$ cat config.mk
export PLATFORM = sky130hd
export DESIGN_NAME = imem_loader
export DESIGN_NICKNAME = d
export VERILOG_FILES = /design/src/rtl/imem_loader.sv
export SDC_FILE = /design/constraint.sdc
export NUM_CORES = 1
export LEC_CHECK = 0
export CAP_MARGIN = 40
export CORE_AREA = 2 2 116 130
export CTS_BUF_LIST = sky130_fd_sc_hd__clkbuf_2 sky130_fd_sc_hd__clkbuf_4 sky130_fd_sc_hd__clkbuf_8
export CTS_CLUSTER_DIAMETER = 120
export CTS_CLUSTER_SIZE = 24
export DETAILED_ROUTE_END_ITERATION = 8
export DIE_AREA = 0 0 118 132
export PLACE_DENSITY = 0.6
export SLEW_MARGIN = 25
export SYNTH_ARGS = -nofsm -noshare
export SYNTH_HDL_FRONTEND = slang
export SYNTH_SLANG_ARGS = --single-unit
$ cat constraint.sdc
create_clock -name clk -period 3 [get_ports clk]
set_input_delay 0.6 -clock clk [delete_from_list [all_inputs] [get_ports clk]]
set_output_delay 0.6 -clock clk [all_outputs]
set_load 0.1 [all_outputs]
$ cat src/rtl/imem_loader.sv
// imem_loader: boot-time loader that turns a byte stream into little-endian
// 32-bit words and drives the instruction memory load port. The core is held
// off (cpu_hold) while a program is being written.
module imem_loader #(
    parameter int DEPTH  = 64,
    parameter int ADDR_W = 32
) (
    input  logic              clk,
    input  logic              rst_n,
    input  logic              start,
    input  logic [7:0]        in_data,
    input  logic              in_valid,
    output logic              in_ready,
    output logic [ADDR_W-1:0] load_addr,
    output logic [31:0]       load_data,
    output logic              load_we,
    output logic              cpu_hold,
    output logic              done,
    output logic              err
);

    localparam logic [2:0] ST_IDLE  = 3'd0;
    localparam logic [2:0] ST_HDR   = 3'd1;
    localparam logic [2:0] ST_RECV  = 3'd2;
    localparam logic [2:0] ST_WRITE = 3'd3;
    localparam logic [2:0] ST_DONE  = 3'd4;
    localparam logic [2:0] ST_ERR   = 3'd5;

    logic [2:0]        state_q,     state_d;
    logic [1:0]        byte_q,      byte_d;
    logic [7:0]        word_q,      word_d;
    logic [7:0]        count_q,     count_d;
    logic [ADDR_W-1:0] load_addr_q, load_addr_d;
    logic [31:0]       load_data_q, load_data_d;
    logic              done_q,      done_d;

    // Header byte widened so it can be range-checked against DEPTH.
    logic [31:0] hdr_n;
    logic        hdr_ok;
    logic        accept;

    assign hdr_n  = {24'd0, in_data};
    assign hdr_ok = (hdr_n != 32'd0) && (hdr_n <= DEPTH);
    assign accept = in_valid && in_ready;

    // Handshake and status outputs decode straight from the state register so
    // that an asynchronous reset clears them without waiting for an edge.
    always_comb begin
        in_ready  = (state_q == ST_HDR) || (state_q == ST_RECV);
        load_we   = (state_q == ST_WRITE);
        cpu_hold  = (state_q == ST_HDR) || (state_q == ST_RECV) ||
                    (state_q == ST_WRITE) || (state_q == ST_ERR);
        err       = (state_q == ST_ERR);
        done      = done_q;
        load_addr = load_addr_q;
        load_data = load_data_q;
    end

    // Next-state logic: header check, byte assembly, word sequencing.
    always_comb begin
        state_d     = state_q;
        byte_d      = byte_q;
        word_d      = word_q;
        count_d     = count_q;
        load_addr_d = load_addr_q;
        load_data_d = load_data_q;
        done_d      = 1'b0;

        case (state_q)
            ST_IDLE, ST_DONE, ST_ERR: begin
                if (start) begin
                    state_d = ST_HDR;
                end
            end
            ST_HDR: begin
                if (accept) begin
                    if (hdr_ok) begin
                        count_d     = in_data;
                        word_d      = 8'd0;
                        byte_d      = 2'd0;
                        load_addr_d = '0;
                        state_d     = ST_RECV;
                    end else begin
                        state_d = ST_ERR;
                    end
                end
            end
            ST_RECV: begin
                if (accept) begin
                    // First byte of a word lands in the least significant lane.
                    case (byte_q)
                        2'd0:    load_data_d[7:0]   = in_data;
                        2'd1:    load_data_d[15:8]  = in_data;
                        2'd2:    load_data_d[23:16] = in_data;
                        default: load_data_d[31:24] = in_data;
                    endcase
                    byte_d = byte_q + 2'd1;
                    if (byte_q == 2'd3) begin
                        state_d = ST_WRITE;
                    end
                end
            end
            ST_WRITE: begin
                word_d = word_q + 8'd1;
                byte_d = 2'd0;
                if (word_q == count_q - 8'd1) begin
                    // Address is left on the last word so it never passes the top.
                    done_d  = 1'b1;
                    state_d = ST_DONE;
                end else begin
                    load_addr_d = load_addr_q + ADDR_W'(4);
                    state_d     = ST_RECV;
                end
            end
            default: begin
                state_d = ST_IDLE;
            end
        endcase
    end

    // State and datapath registers with asynchronous active-low reset.
    always_ff @(posedge clk or negedge rst_n) begin
        if (!rst_n) begin
            state_q     <= ST_IDLE;
            byte_q      <= 2'd0;
            word_q      <= 8'd0;
            count_q     <= 8'd0;
            load_addr_q <= '0;
            load_data_q <= 32'd0;
            done_q      <= 1'b0;
        end else begin
            state_q     <= state_d;
            byte_q      <= byte_d;
            word_q      <= word_d;
            count_q     <= count_d;
            load_addr_q <= load_addr_d;
            load_data_q <= load_data_d;
            done_q      <= done_d;
        end
    end

endmodule

Word level (Yosys, flattened, before mapping)
Cells that the tools add are included.
{"block": "word_totals", "input_bits": 12, "regBits": 86, "word_cells": 72, "out_inout_bits": 69}
{"block": "classes", "n_mux": 20, "eq_ne": 15, "magnitude_cmp": 1, "n_reduce_logical": 21, "n_addsub": 4, "bitwise": 1}
{"cell": "$mux 32", "n": 3}
{"cell": "$pmux 32 s2", "n": 1}
{"cell": "$add 32x3->32 const B", "n": 1}
{"cell": "$reduce_bool 32->1", "n": 1}
{"cell": "$mux 3", "n": 6}
{"cell": "$reduce_and 3->1", "n": 6}
{"cell": "$mux 8", "n": 2}
{"cell": "$pmux 8 s2", "n": 1}
{"cell": "$pmux 3 s4", "n": 1}
{"cell": "$reduce_and 4->1", "n": 3}
{"cell": "$ne 2x2->1 const B", "n": 5}
{"cell": "$add 8x1->8 const B", "n": 1}
{"cell": "$eq 8x8->1", "n": 1}
{"cell": "$le 8x7->1 const B", "n": 1}
{"cell": "$sub 8x1->8 const B", "n": 1}
{"cell": "$eq 3x2->1 const B", "n": 2}
{"cell": "$eq 3x3->1 const B", "n": 2}
{"cell": "$mux 2", "n": 3}
{"cell": "$pmux 2 s3", "n": 1}
{"cell": "$reduce_or 3->1", "n": 2}
{"cell": "$eq 2x2->1 const B", "n": 2}
{"cell": "$eq 3x1->1 const B", "n": 1}
{"cell": "$logic_not 3->1", "n": 1}
{"cell": "$logic_or 1x1->1", "n": 3}
{"cell": "9 further kinds", "n": 11}

Logic depth before layout (Yosys ltp)
Gate-level depths: netlist (run 1).
{"block": "logic_depth", "ltp_word": 5, "mapped_depth": 10, "depth_no_buf": 8}

Worst setup path after synthesis (run 1)
OpenSTA, ideal clock, no wires.
{"block": "synth_timing", "kind": "reg2reg", "startpoint": "register load_addr_q[4] (netlist: load_addr[4])", "endpoint": "register load_addr_q[31] (netlist: load_addr[31])", "path_buffers": 2, "t_required_ns": 2.922, "setup_ns": 0.078, "stages_incl_launch_ff": 9, "period_less_slack_ns": 3.084, "t_arrival_ns": 3.006, "slack_ns": -0.084, "cell_sequence": "dfrtp_1 -> nand3_1 -> or3_1 -> clkbuf_1 -> or3_1 -> clkbuf_1 -> or3_1 -> or3_1 -> a21oi_1"}
{"block": "synth_via", "elab_chain_cells": 3}
{"item": "start, declared", "line_no": "33", "source": "logic [ADDR_W-1:0] load_addr_q, load_addr_d;"}
{"item": "start signal, assigned", "line_no": "136", "source": "load_addr_q <= load_addr_d;"}
{"item": "$add 32x3->32", "line_no": "111", "source": "load_addr_d = load_addr_q + ADDR_W'(4);"}
{"item": "$mux 32", "line_no": "106", "source": "if (word_q == count_q - 8'd1) begin"}
{"item": "$pmux 32 s2", "line_no": "69", "source": "case (state_q)"}
No other way between the ends. The select of a mux whose other input is x is not followed.
A chain may end at the register's enable or synchronous reset.

Worst setup path in the final report (run 1)
{"block": "layout_timing", "startpoint": "register count_q[2]", "endpoint": "register load_addr_q[20] (netlist: load_addr[20])"}
{"block": "layout_via", "elab_chain_cells": 4}
{"item": "start, declared", "line_no": "32", "source": "logic [7:0] count_q, count_d;"}
{"item": "start signal, assigned", "line_no": "135", "source": "count_q <= count_d;"}
{"item": "$sub 8x1->8", "line_no": "106"}
{"item": "$eq 8x8->1", "line_no": "106"}
{"item": "$ne 2x2->1 (no line)"}
{"item": "$reduce_and 4->1 (no line)"}
No other way between the ends.

==> impl_metrics.csv, run 1 <==
group,metric,value,unit
yosys,synth.most_common_cell,"dfrtp_1",
detailed_routing,drt_wl_total,10.2,mm
yosys,yosysUniqueCellTypes,52,
timing,relSlewSlack,0.598,
yosys,synthArstFlopShare,1.00,
job,max-cap-violations,0,
floorplan,io_pins,81,
place,io_buffers,78,
cts,clk_pin_slew,0.08,ns
yosys,ys_ff_latch,84,
setup_path,worst-path-max-fanout,21,
detailed_routing,wl_per_cell,15.3,um
floorplan,start_util,0.295,
timing,finClkSkew,0.00909,ns
cells_and_area,seq_area,2110,um2
floorplan,die_w,118,um
timing,setup_tns,0,ns
detailed_routing,final_antenna_net_count,0,
yosys,synth_commonest_cells,"dfrtp_1, mux2_2, a21oi_1, nand2_1, nand3_1",
detailed_routing,vias_per_cell,4.99,
timing,final-hold-violation-count,0,
detailed_routing,met1_length,4.48,mm
cts,cts_buffers,9,
setup_path,crit_path_end_kind,"flop",
setup_path,cpMostUsedCell,"or4_1",
floorplan,rows,46,
place,place_congestion,0.828,
cts,ctsRootBufferMaster,"clkbuf_8",
cts,cts_hold_buf,0,
timing,setup_violations,0,
setup_path,crit_path_max_incr_delay,0.57,ns
yosys,syn_area_per_cell,10.9,um2
cts,ctsResizeCount,0,
floorplan,core_area,14200,um2
timing,timing.final.crit_period,2.71,ns
detailed_routing,met2WireLength,4.84,mm
detailed_routing,drc,0,
setup_path,cp.buffers_inverters,1,
place,dp.cells,654,
cells_and_area,nFillCells,1408,
yosys,synthesis.area,4200,um2
cells_and_area,multi_input_area,1950,um2
cells_and_area,drive_above_1_share,0.310,
timing,rsz0062_at_grt,"false",
timing,fin_crit_sh,0.903,
detailed_routing,route.vias.total,3340,
cells_and_area,layout.nets,493,
worst_hold_path,hp-class,"input pin to asynchronous set/reset pin",
setup_path,start_kind,"flop",
yosys,yosysTopAreaCellShare,0.501,
detailed_routing,routed-wl-met3,762,um
yosys,synthCells,386,
cts,cts_sinks,84,
cts,post_cts.repair.setup_buffers,0,
yosys,synth_ff_type,"dfrtp_1",
global_routing,grt_max_degree,46,
yosys,ys_warn_count,0,
yosys,synthTopCellsByArea,"dfrtp_1, mux2_2, a21oi_1",
outcome,status,"completed",
yosys,ys_seq_area_frac,0.501,
floorplan,dieArea,15600,um2
floorplan,fp.dieH,132,um
setup_path,slowest_stage,"or4_1",
setup_path,crit_arrival,2.99,ns
cts,cts_max_level,3,
setup_path,cp_cell_sequence,"or4_1 > o211a_1 > o2111ai_2 > o31ai_4 > buf_4 > or4_1 > a21oi_1",
detailed_routing,top_layer,"met4",
timing,clock.fmax,369,MHz
global_routing,grt_first_pass_wirelength,17.3,mm
setup_path,critical_path_class,"flop to flop",
global_routing,antenna_found_initial,0,
setup_path,critical_path.top_delay_family,"simple AND/OR/NAND/NOR gates",
cells_and_area,syn2layout_area_growth,27.1,%
detailed_routing,drt_iter0_drc,197,
global_routing,grt_pass1_vias,3374,
setup_path,crit_required,3.28,ns
cells_and_area,utilization,0.376,
global_routing,overflow,0,
detailed_routing,first_pass_iters,4,
cts,cts_tree,"yes",
place,hpwlAfterDp,7.45,mm
cells_and_area,n_antenna_cell,0,
global_routing,track_usage,0.136,
cts,clock_path_buffers,2,
yosys,synth_edf_count,0,
cts,worstSkewPairLatency,0.36,ns
cells_and_area,stdcell_count,670,
yosys,synth_area_leader_cell,"dfrtp_1",
timing,slew_violations,0,
timing,tightest_slew,0.603,ns
## through the flow
stage	instance area [um2]	worst slack (ns)	hold slack (ns)
floorplan	4210	0.0366	0.304
global placement	5100	0.338	0.491
detailed placement	5100	0.297	0.495
CTS	5340	0.298	0.254
global route	5340	0.144	0.281
finish	5340	0.291	0.253
## layout by cell type (no fill, tap or decap), types with 10 or more instances in the layout
master and count:
inv_1 15, buf_4 80, a21oi_1 25, mux2_2 37, dfrtp_1 81, or3_1 12
nand2_1 25, nor2_1 14, or4_1 13, clkdlybuf4s50_1 10, o31ai_1 14, xor2_1 13
o21ai_0 14, nand3_1 19
## routing by layer
layer,track usage,up-vias
met5,0,-
met2,0.221,107
met3,0.0493,10
li1,-,1580
met4,0.0469,0
met1,0.168,1643
## layout make-up
class	count	area share
flip-flops and latches	84	0.394
well taps	192	0.0450
multi-input cells	271	0.366
clock inverters	6	0.0209
inverters	15	0.0105
clock buffers	10	0.0246
repair buffers	92	0.139
## sequential cells by signal (all words and copies together), names as in the netlist
signal and count:
load_data 32, load_addr 30, count_q 8, word_q 8, state_q 3, byte_q 2
done 1
## cell families (layout without fill, tap and decap cells)
group	Yosys count	in the layout	synth area share
compound gates	78	78	0.131
xor+xnor	20	20	0.0417
fa+ha+maj	8	8	0.0238
buf+inv	32	123	0.0352
flops	84	84	0.501
mux	38	38	0.103
other cells	1	2	0.000893
simple gates	125	125	0.164
## worst register-to-register path, stage by stage, from the launching register on
cell	delay, ns
dfrtp_1	0.47
or4_1	0.57
o211a_1	0.27
o2111ai_2	0.33
o31ai_4	0.10
buf_4	0.23
or4_1	0.52
a21oi_1	0.16
## path summary, 6_finish.rpt
path	slack, ns	cells after the start	start	endpoint
worst max-delay path	0.29	7	count_q[2]	load_addr[20]
worst min-delay path	0.25	1	rst_n	load_addr[24]
worst max register to register	0.29	7	count_q[2]	load_addr[20]
worst min register to register	0.51	1	load_data[14]	load_data[14]
max in group asynchronous	2.13	2	rst_n	load_data[3]
min in group clk	0.51	1	load_data[14]	load_data[14]
Power of run 1 is not shown: default switching activity piles up to over one toggle a cycle in this logic, so the estimate is an artifact.
==> run 2, diff against run 1 <==
==> constraint.sdc (replaced) <==
create_clock -name clk -period 3 [get_ports clk]
set_input_delay 0.75 -clock clk [delete_from_list [all_inputs] [get_ports clk]]
set_output_delay 0.75 -clock clk [all_outputs]
set_load 0.1 [all_outputs]
==> run 2 against run 1 <==
Effect of this change:
- global-route usage is 0.14 points lower
- sequential share of layout area is 0.41 points lower
- flip-flop and latch count unchanged
- critical path type unchanged
==> impl_metrics.csv, run 2 (synthesis gave the netlist of run 1 again) <==
group,metric,value,unit
job,max-cap-violations,0,
floorplan,rows,46,
cts,post_cts.repair.setup_buffers,0,
cts,cts_sinks,84,
cells_and_area,layout_common_cells,"buf_4, dfrtp_1, mux2_2, nand2_1, a21oi_1",
floorplan,start_util,0.295,
cells_and_area,multi_input_area,1960,um2
global_routing,grt_pass1_vias,3313,
setup_path,crit_arrival,2.98,ns
cells_and_area,nFillCells,1435,
place,hpwlAfterDp,7.53,mm
global_routing,grt_max_degree,43,
detailed_routing,route.vias.total,3312,
setup_path,worst-path-max-fanout,20,
cts,cts_max_level,3,
cts,cts_buffers,9,
cells_and_area,layout_commonest_cell,"buf_4",
setup_path,crit_required,3.28,ns
setup_path,critical_path_class,"flop to flop",
cts,cts_hold_buf,0,
floorplan,die_w,118,um
global_routing,track_usage,0.135,
cells_and_area,layout.nets,496,
cts,ctsResizeCount,0,
detailed_routing,final_antenna_net_count,0,
timing,fin_crit_sh,0.897,
timing,rsz0062_at_grt,"false",
global_routing,grt_first_pass_wirelength,17.1,mm
timing,timing.final.crit_period,2.69,ns
timing,setup_tns,0,ns
detailed_routing,drt_iter0_drc,170,
cells_and_area,drive_above_1_share,0.316,
timing,finClkSkew,0.00728,ns
place,place_congestion,0.816,
worst_hold_path,hp-class,"input pin to asynchronous set/reset pin",
cts,clk_pin_slew,0.08,ns
detailed_routing,wl_per_cell,15.0,um
cells_and_area,largest_reg_flops,32,
detailed_routing,drc,0,
detailed_routing,drt_wl_total,10.1,mm
timing,setup_violations,0,
timing,slew_violations,0,
setup_path,start_kind,"flop",
timing,clock.fmax,372,MHz
detailed_routing,first_pass_iters,4,
floorplan,fp.dieH,132,um
detailed_routing,vias_per_cell,4.92,
global_routing,overflow,0,
global_routing,antenna_found_initial,0,
floorplan,core_area,14200,um2
place,io_buffers,78,
floorplan,io_pins,81,
cells_and_area,n_antenna_cell,0,
cts,worstSkewPairLatency,0.35,ns
setup_path,crit_path_end_kind,"flop",
timing,final-hold-violation-count,0,
floorplan,dieArea,15600,um2
cells_and_area,seq_area,2110,um2
cts,ctsRootBufferMaster,"clkbuf_8",
cts,cts_tree,"yes",
outcome,status,"completed",
cts,clock_path_buffers,2,
cells_and_area,syn2layout_area_growth,28.5,%
[run 2: cell count changes in the layout (fill, tap and decap cells not counted)]
| cell | change |
|---|---|
| a21oi_1 | -1 |
| a21oi_2 | +1 |
| buf_4 | +3 |
| bufinv_16 | +1 |
| clkbuf_4 | -1 |
| clkbuf_8 | +1 |
| clkinv_2 | -1 |
| clkinvlp_4 | +1 |
| inv_6 | -1 |
[run 2: per-stage QoR]
step	hold slack (ns)	setup slack [ns]	utilization	area, um2	cells
6_report	0.340	0.308	0.380	5400	673
2_1_floorplan	0.454	0.0366	-	4210	387
5_1_grt	0.337	0.167	0.380	5400	673
4_1_cts	0.339	0.302	0.380	5400	673
3_3_place_gp	0.493	0.164	0.359	5100	656
3_5_place_dp	0.494	0.107	0.360	5120	657
[run 2: cell type report]
type,count,share of cell area
Clock buffer,10,0.0255
Sequential cell,84,0.390
Timing Repair Buffer,95,0.141
Tap cell,192,0.0445
Clock inverter,6,0.0250
Inverter,15,0.0104
Multi-Input combinational cell,271,0.363
[run 2: worst paths after layout]
kind / start / to / slack [ns] / depth (start not counted)
max: count_q[2] / load_addr[16] / 0.31 / 7
min in group clk: load_data[9] / load_data[9] / 0.52 / 1
min reg2reg: load_data[9] / load_data[9] / 0.52 / 1
max in group asynchronous: rst_n / load_data[5] / 1.86 / 3
max reg2reg: count_q[2] / load_addr[16] / 0.31 / 7
min: rst_n / load_addr[14] / 0.34 / 1
[run 2: worst max-delay path: stages (launching register included)]
cell       delay, ns
dfrtp_1         0.47
or4_1           0.57
o211a_1         0.27
o2111ai_2       0.33
o31ai_4         0.10
buf_4           0.22
or4_1           0.52
a21oi_1         0.15
[run 2: per-layer routing]
metal	GRT usage	share of wire
met3	0.0493	0.064
met4	0.0315	0.0077
met5	0	0
met2	0.217	0.48
met1	0.174	0.45
Power of run 2 is left out for the same reason.
